$ cat config.mk
export PLATFORM = sky130hd
export DESIGN_NAME = iq_alloc_ctrl
export DESIGN_NICKNAME = d
export VERILOG_FILES = /design/src/rtl/iq_alloc_ctrl.sv
export SDC_FILE = /design/constraint.sdc
export NUM_CORES = 1
export LEC_CHECK = 0
export BUFFER_PORTS_ARGS = -buffer_cell sky130_fd_sc_hd__buf_4
export CORE_MARGIN = 2
export CORE_UTILIZATION = 25
export CTS_CLUSTER_DIAMETER = 200
export CTS_CLUSTER_SIZE = 12
export DETAILED_ROUTE_END_ITERATION = 10
export SETUP_SLACK_MARGIN = 0.02
export SLEW_MARGIN = 20
export SYNTH_ARGS = -nofsm -noshare
export SYNTH_HDL_FRONTEND = slang
export SYNTH_SLANG_ARGS = --single-unit
$ cat constraint.sdc
create_clock -name clock -period 33.9 [get_ports clock]
set_input_delay 6.78 -clock clock [delete_from_list [all_inputs] [get_ports clock]]
set_output_delay 6.78 -clock clock [all_outputs]
set_load 0.01 [all_outputs]
$ cat src/rtl/iq_alloc_ctrl.sv
// iq_alloc_ctrl: issue-queue dispatch gate and mispredict recovery walker; `IQ_STALL_CNT_EN adds a saturating stall counter
module iq_alloc_ctrl #(
  parameter int SIZE_ISSUEQ     = 32,
  parameter int SIZE_ISSUEQ_LOG = 5,
  parameter int DISPATCH_WIDTH  = 4
) (
  input  logic                       clock,
  input  logic                       reset,
  input  logic                       dispValid_i,
  output logic                       dispReady_o,
  input  logic [SIZE_ISSUEQ_LOG:0]   cntInstIssueQ_i,
  input  logic                       ctrlMispredict_i,
  input  logic [SIZE_ISSUEQ-1:0]     mispredictVector_i,
  output logic                       backEndReady_o,
  output logic [SIZE_ISSUEQ_LOG-1:0] reclaimEntry0_o,
  output logic [SIZE_ISSUEQ_LOG-1:0] reclaimEntry1_o,
  output logic [SIZE_ISSUEQ_LOG-1:0] reclaimEntry2_o,
  output logic [SIZE_ISSUEQ_LOG-1:0] reclaimEntry3_o,
  output logic                       reclaimValid0_o,
  output logic                       reclaimValid1_o,
  output logic                       reclaimValid2_o,
  output logic                       reclaimValid3_o,
  output logic                       recoverBusy_o,
  output logic [15:0]                stallCount_o
);
  typedef enum logic {RUN, RECOVER} state_t;
  localparam logic [SIZE_ISSUEQ_LOG:0] LP_LIMIT = (SIZE_ISSUEQ_LOG+1)'(SIZE_ISSUEQ - DISPATCH_WIDTH);
  state_t                     r_state, w_state_next;
  logic [SIZE_ISSUEQ-1:0]     r_mask, w_mask_next, w_sel;
  logic [SIZE_ISSUEQ_LOG-1:0] w_ent [4];
  logic [3:0]                 w_vld;
  logic [2:0]                 w_n;
  logic                       w_rec;
  assign w_rec          = r_state == RECOVER;
  assign dispReady_o    = ~reset & ~w_rec & ~ctrlMispredict_i & (cntInstIssueQ_i <= LP_LIMIT);
  assign backEndReady_o = dispValid_i & dispReady_o;
  assign recoverBusy_o  = w_rec;
  assign reclaimEntry0_o = w_ent[0];
  assign reclaimEntry1_o = w_ent[1];
  assign reclaimEntry2_o = w_ent[2];
  assign reclaimEntry3_o = w_ent[3];
  assign reclaimValid0_o = w_vld[0];
  assign reclaimValid1_o = w_vld[1];
  assign reclaimValid2_o = w_vld[2];
  assign reclaimValid3_o = w_vld[3];
  // pick the four lowest squashed entries, packed ascending from slot 0 (mask is always zero in RUN)
  always_comb begin
    w_sel = '0;
    w_vld = '0;
    w_n   = '0;
    for (int i = 0; i < 4; i++) w_ent[i] = '0;
    for (int i = 0; i < SIZE_ISSUEQ; i++)
      if (r_mask[i] && w_n < 3'd4) begin
        w_sel[i]          = 1'b1;
        w_ent[w_n[1:0]]   = i[SIZE_ISSUEQ_LOG-1:0];
        w_vld[w_n[1:0]]   = 1'b1;
        w_n               = w_n + 3'd1;
      end
  end
  // next state: mispredict in RUN latches the vector; RECOVER retires selected bits and merges new mispredicts
  always_comb begin
    w_state_next = r_state;
    w_mask_next  = r_mask;
    if (!w_rec) begin
      w_mask_next  = ctrlMispredict_i ? mispredictVector_i : r_mask;
      w_state_next = ctrlMispredict_i ? RECOVER : RUN;
    end else begin
      w_mask_next  = (r_mask & ~w_sel) | (ctrlMispredict_i ? mispredictVector_i : '0);
      w_state_next = |w_mask_next ? RECOVER : RUN;
    end
  end
  // state and squash mask registers; reset drops any pending reclaims
  always_ff @(posedge clock or posedge reset)
    if (reset) begin
      r_state <= RUN;
      r_mask  <= '0;
    end else begin
      r_state <= w_state_next;
      r_mask  <= w_mask_next;
    end
`ifdef IQ_STALL_CNT_EN
  logic [15:0] r_stall;
  // count cycles where dispatch offers a bundle that cannot be accepted, saturating
  always_ff @(posedge clock or posedge reset)
    if (reset) r_stall <= '0;
    else if (dispValid_i && !dispReady_o && r_stall != 16'hFFFF) r_stall <= r_stall + 16'd1;
  assign stallCount_o = r_stall;
`else
  assign stallCount_o = '0;
`endif
endmodule

==> flow_summary.ini, run 1 <==
[setup_path]
crit_path_max_incr_delay_ns = 0.64
rrSetupSlack_ns = 9.47
cpMostUsedCell = ha_1
worst-setup-path-type = register to output pin
worstSetupStartpointType = register
endpoint_kind = output pin
slowest_stage = dfrtp_1
rr_startpoint = r_mask[2]$_DFFE_PP0P_
ff2ff_path_depth = 98
r2r-end = recoverBusy_o$_DFF_PP0_
critical_path_required_ns = 27.12
crit_fanout = 14
arrival_ns = 25.19

[cells_and_area]
fillCellCount = 3373
fin_area_um2 = 8810
fin_cells = 1539
area.sequential_um2 = 826
nets = 1294
syn_to_final_growth_pct = 12.2
multi_input_area_um2 = 6440
antenna_cells = 0
drive_gt1_share_pct = 11.9

[cts]
numCtsBuffers = 5
clock-sinks = 33
cts_buffer_depth = 2
clock_latency_ns = 0.29
clkTransAtPathRegs_ns = 0.06
cts_max_level = 2
root_buffer = clkbuf_16
cts_tree = yes

[sta]
rsz0062_at_grt = no
slew_headroom_pct = 41.5
maxSlewViolCount = 0
period_minus_slack_ns = 31.97
setup_tns_ns = 0
fin_skew_ns = 0.00557
layout_setup_ws_ns = 1.93
min_period_over_period_pct = 94.3
setup_viol = 0
max_freq_mhz = 31.3
worst_pin_slew_ns = 0.872
hold_viol = 0

[grt]
grt_overflow = 0
gr-usage-all-layers_pct = 17.2
grt_antenna_before_repair = 0
grt_pass1_vias = 8001
grt_max_degree = 38
grt_pass1_wl_um = 45700

[synth]
ys_seq_elements = 33
yosysSeqAreaShare_pct = 10.5
synthCells = 1111
yosysWarnings = 0
ys_types = 99
synthArstFlopShare_pct = 100
ys.flop_type = dfrtp_1
syn_area_per_cell_um2 = 7.07
syn_area_um2 = 7860
synth-edff-count = 0

[placed_design]
portBuffers = 68
dp_cells = 1527
place_ws_ns = 1.66
hpwl_um = 23900
place_congestion = 0.962
place_area_um2 = 8610

[hold_path]
hold_path.class = register to register
min_path_cells = 2
min_from = r_mask[25]$_DFFE_PP0P_
hold-path-endpoint = r_mask[25]$_DFFE_PP0P_

[floorplan]
rows = 64
die_w_um = 181
core-area_um2 = 30700
die_area_um2 = 32900
die_h_um = 181
io_pins = 85
start_util_pct = 25.5

[routing]
dr_total_vias = 8498
detail_route.first_pass.iterations = 7
wl_per_cell_um = 18.7
routed_wl_um = 28800
drt_iter0_markers = 1017
drcViolationCount = 0
drt.antenna.violating_nets = 0
vias_per_cell = 5.52

[outcome]
status = finished clean

[flow_run]
cap_violations = 0
[cell usage after synthesis (16+ instances only)]
library cell | n | area, µm²
ha_1 | 109 | 1360
inv_1 | 76 | 285
nor2_1 | 67 | 251
nor3_1 | 21 | 105
nand2_1 | 182 | 683
a21oi_1 | 54 | 270
nand4_1 | 18 | 113
nand3_1 | 58 | 290
xnor2_1 | 23 | 201
clkbuf_1 | 38 | 143
dfrtp_1 | 33 | 826
a22o_1 | 26 | 228
o21ai_0 | 70 | 350
a22oi_1 | 16 | 120
buf_4 | 18 | 135
[flip-flops by register name (all words and copies together), names as in the netlist]
name,flops
r_mask,32
recoverBusy_o,1
[worst max-delay path by stage]
stage | cells after the start | to | start
after floorplan | 105 | reclaimEntry1_o[2] | r_mask[2]$_DFFE_PP0P_
after global placement | 98 | reclaimEntry2_o[3] | r_mask[2]$_DFFE_PP0P_
after detailed placement | 99 | reclaimEntry2_o[3] | r_mask[2]$_DFFE_PP0P_
after CTS | 99 | reclaimEntry2_o[3] | r_mask[2]$_DFFE_PP0P_
after global routing | 107 | reclaimEntry2_o[3] | r_mask[1]$_DFFE_PP0P_
final | 99 | reclaimEntry3_o[4] | r_mask[2]$_DFFE_PP0P_
[timing repair]
action / in CTS / in global routing
hold buffers: 0 / 0
resized for setup: 0 / 9
setup endpoints to repair: 0 / 24
setup buffers: 0 / 4
[cell type report]
| cell class | instances | share of cell area, % |
|---|---|---|
| Multi-Input combinational cell | 942 | 73.1 |
| Timing Repair Buffer | 79 | 6.73 |
| Clock inverter | 2 | 0.156 |
| Inverter | 81 | 3.48 |
| Clock buffer | 6 | 1.58 |
| Sequential cell | 33 | 9.37 |
| Tap cell | 396 | 5.62 |
[cells in the final DEF, fill, tap and decap left out, types with 10 or more instances in the layout]
cell type and instances:
a31oi_1 14, xnor2_1 22, nand2_1 182, a22o_1 26, a22oi_1 16, a21o_1 10
and2_1 15, a21oi_1 53, o22ai_1 10, o21ai_0 70, nor2b_1 10, buf_4 79
nor4_1 10, and3_1 13, nand2b_1 12, ha_1 109, nor2_1 64, o211ai_1 10
nand3_1 58, dfrtp_1 33, inv_1 76, nor3_1 21, a32oi_1 13, conb_1 16
nand4_1 18
[per-layer routing]
metal	global-route usage (%)	part of all wire (%)
met2	26.5	43
met4	5.20	2.8
met5	0	0
met3	1.75	7.0
met1	25.2	47
[kinds of logic after synthesis]
group                    Yosys count  synth area share [%]
AO/OA/AOI/OAI                    317                  28.3
other                              1                0.0477
adder cells (fa/ha/maj)          110                  17.6
AND/OR/NAND/NOR                  456                  28.6
flip-flops                        33                  10.5
multiplexers                      10                  1.47
XOR/XNOR                          33                  5.00
buffers and inverters            151                  8.54
[per-stage QoR]
step / util [%] / hold slack (ns)
detailed placement: 28.0 / 0.623
finish: 28.7 / 0.644
global route: 28.7 / 0.676
global placement: 28.0 / 0.609
floorplan: - / 0.509
CTS: 28.5 / 0.634
[worst max-delay path, delay by kind of cell (launching register included)]
family / cells / cell delay, ns
xor gates and xnor gates: 7 / 1.65
DFF: 1 / 0.64
muxes: 2 / 0.55
AOI/OAI and AO/OA: 29 / 7.51
and+or+nand+nor: 32 / 7.10
adders and majority gates: 22 / 6.64
buffers and inverters: 7 / 0.79
Power of run 1 is left out: the tool's default activity adds up to more than one toggle a clock period on the data nets, which glitch-free logic cannot reach.
==> inputs of run 2 (changes only) <==
--- a/config.mk
+++ b/config.mk
@@ -7,4 +7,5 @@
 export LEC_CHECK = 0
 export BUFFER_PORTS_ARGS = -buffer_cell sky130_fd_sc_hd__buf_4
+export CORE_ASPECT_RATIO = 1.25
 export CORE_MARGIN = 2
 export CORE_UTILIZATION = 25
==> constraint.sdc (replaced) <==
create_clock -name clock -period 33.9 [get_ports clock]
set_input_delay 3.39 -clock clock [delete_from_list [all_inputs] [get_ports clock]]
set_output_delay 3.39 -clock clock [all_outputs]
set_load 0.01 [all_outputs]
==> run 2 against run 1 <==
Net effect: final area decreased by 0.67%; clock-buffer cell count decreased by 1; sequential share of layout area increased by 0.063 points; hold slack got worse by 0.0073 ns; fmax increased by 6.4%; core utilization decreased by 0.41 points.
==> flow_summary.ini, run 2 (synthesis results as in run 1) <==
[cells_and_area]
fillCellCount = 3413
mostFrequentLayoutCells = 182 x nand2_1, 109 x ha_1, 76 x inv_1
mostFrequentLayoutCell = nand2_1
syn_to_final_growth_pct = 11.5
drive_gt1_share_pct = 10.9
top_register = r_mask
antenna_cells = 0
largest_reg_flops = 32
fin_cells = 1545
nets = 1289

[setup_path]
startpoint = r_mask[1]$_DFFE_PP0P_
cpMostUsedCell = ha_1
cp.depth = 96
critPathBufInv = 7
crit_path_max_incr_delay_ns = 0.66
endpoint_kind = output pin
ff2ff_path_depth = 94
slowest_stage = and4_1
worst-setup-path-type = register to output pin
rrSetupSlack_ns = 8.05
cp_top_family = simple AND/OR/NAND/NOR gates
critical_path_required_ns = 30.51
arrival_ns = 26.65
crit_fanout = 15
worstSetupStartpointType = register
crit_end = reclaimEntry2_o[3]
r2r-end = recoverBusy_o$_DFF_PP0_
rr_startpoint = r_mask[1]$_DFFE_PP0P_

[cts]
cts_tree = yes
postCtsSetupRepairBufs = 0
cts_resized = 0
root_buffer = clkbuf_16
cts_buffer_depth = 2
clkTransAtPathRegs_ns = 0.06
ctsHoldBuffers = 0
clock-sinks = 33
clock_latency_ns = 0.29
cts_max_level = 2
numCtsBuffers = 5

[sta]
max_freq_mhz = 33.3
setup_tns_ns = 0
hold_viol = 0
maxSlewViolCount = 0
slew_headroom_pct = 35.9
rsz0062_at_grt = no
worst_pin_slew_ns = 0.962
fin_skew_ns = 0.00570
setup_viol = 0
period_minus_slack_ns = 30.04
min_period_over_period_pct = 88.6

[grt]
grt_pass1_vias = 8295
grt_pass1_wl_um = 46200
grt_max_degree = 38
gr-usage-all-layers_pct = 17.7
grt_antenna_before_repair = 0
grt_overflow = 0

[floorplan]
die_w_um = 163
core-area_um2 = 31000
io_pins = 85
rows = 72
die_h_um = 202
start_util_pct = 25.3
die_area_um2 = 32900

[placed_design]
hpwl_um = 24900
portBuffers = 68
place_congestion = 0.941
dp_cells = 1537

[routing]
vias_per_cell = 5.50
routed_wl_um = 30000
wl_per_cell_um = 19.4
drt_iter0_markers = 720
dr_total_vias = 8498
drcViolationCount = 0
detail_route.first_pass.iterations = 5
drt.antenna.violating_nets = 0

[outcome]
status = finished clean

[flow_run]
cap_violations = 0

[hold_path]
hold_path.class = register to register
## run 2: cell count changes in the layout (fill, tap and decap cells not counted), moves of 2 or more
| cell | before | now |
|---|---|---|
| nor2_2 | 4 | 1 |
| nor2_1 | 64 | 67 |
| a21boi_1 | 4 | 2 |
| a21boi_0 | 3 | 5 |
| buf_4 | 79 | 74 |
## run 2: how the worst min path moves through the flow
stage / to / cells after the start / start / slack, ns
after global placement: r_mask[31]$_DFFE_PP0P_ / 1 / r_mask[31]$_DFFE_PP0P_ / 0.63
after global routing: r_mask[23]$_DFFE_PP0P_ / 2 / r_mask[23]$_DFFE_PP0P_ / 0.66
final: r_mask[24]$_DFFE_PP0P_ / 1 / r_mask[24]$_DFFE_PP0P_ / 0.64
after detailed placement: r_mask[23]$_DFFE_PP0P_ / 2 / r_mask[23]$_DFFE_PP0P_ / 0.62
after floorplan: r_mask[31]$_DFFE_PP0P_ / 1 / r_mask[31]$_DFFE_PP0P_ / 0.51
after CTS: r_mask[23]$_DFFE_PP0P_ / 2 / r_mask[23]$_DFFE_PP0P_ / 0.63
## run 2: cell type report
cell class	instances	area [µm²]	area share [%]
Clock buffer	5	125	1.43
Clock inverter	3	17.5	0.200
Inverter	81	307	3.50
Multi-Input combinational cell	942	6410	73.3
Sequential cell	33	826	9.43
Tap cell	407	509	5.82
Timing Repair Buffer	74	556	6.35
## run 2: routing by layer
layer  share of wire, %  global-route usage (%)  vias to the layer above
met5                  0                       0                        -
met4                4.6                    7.43                        0
met3                5.2                    2.13                       69
met2                 51                    32.9                      339
met1                 39                    20.4                     4048
li1                   -                       -                     4042
## run 2: per-stage QoR
| stage | hold slack [ns] | cell area, µm² | utilization [%] | worst slack, ns |
|---|---|---|---|---|
| floorplan | 0.509 | 7910 | - | 9.43 |
| global placement | 0.628 | 8610 | 27.8 | 5.13 |
| detailed placement | 0.625 | 8610 | 27.8 | 4.77 |
| CTS | 0.634 | 8750 | 28.3 | 4.39 |
| global route | 0.664 | 8750 | 28.3 | 1.84 |
| finish | 0.637 | 8750 | 28.3 | 3.86 |
Power of run 2 is left out for the same reason.
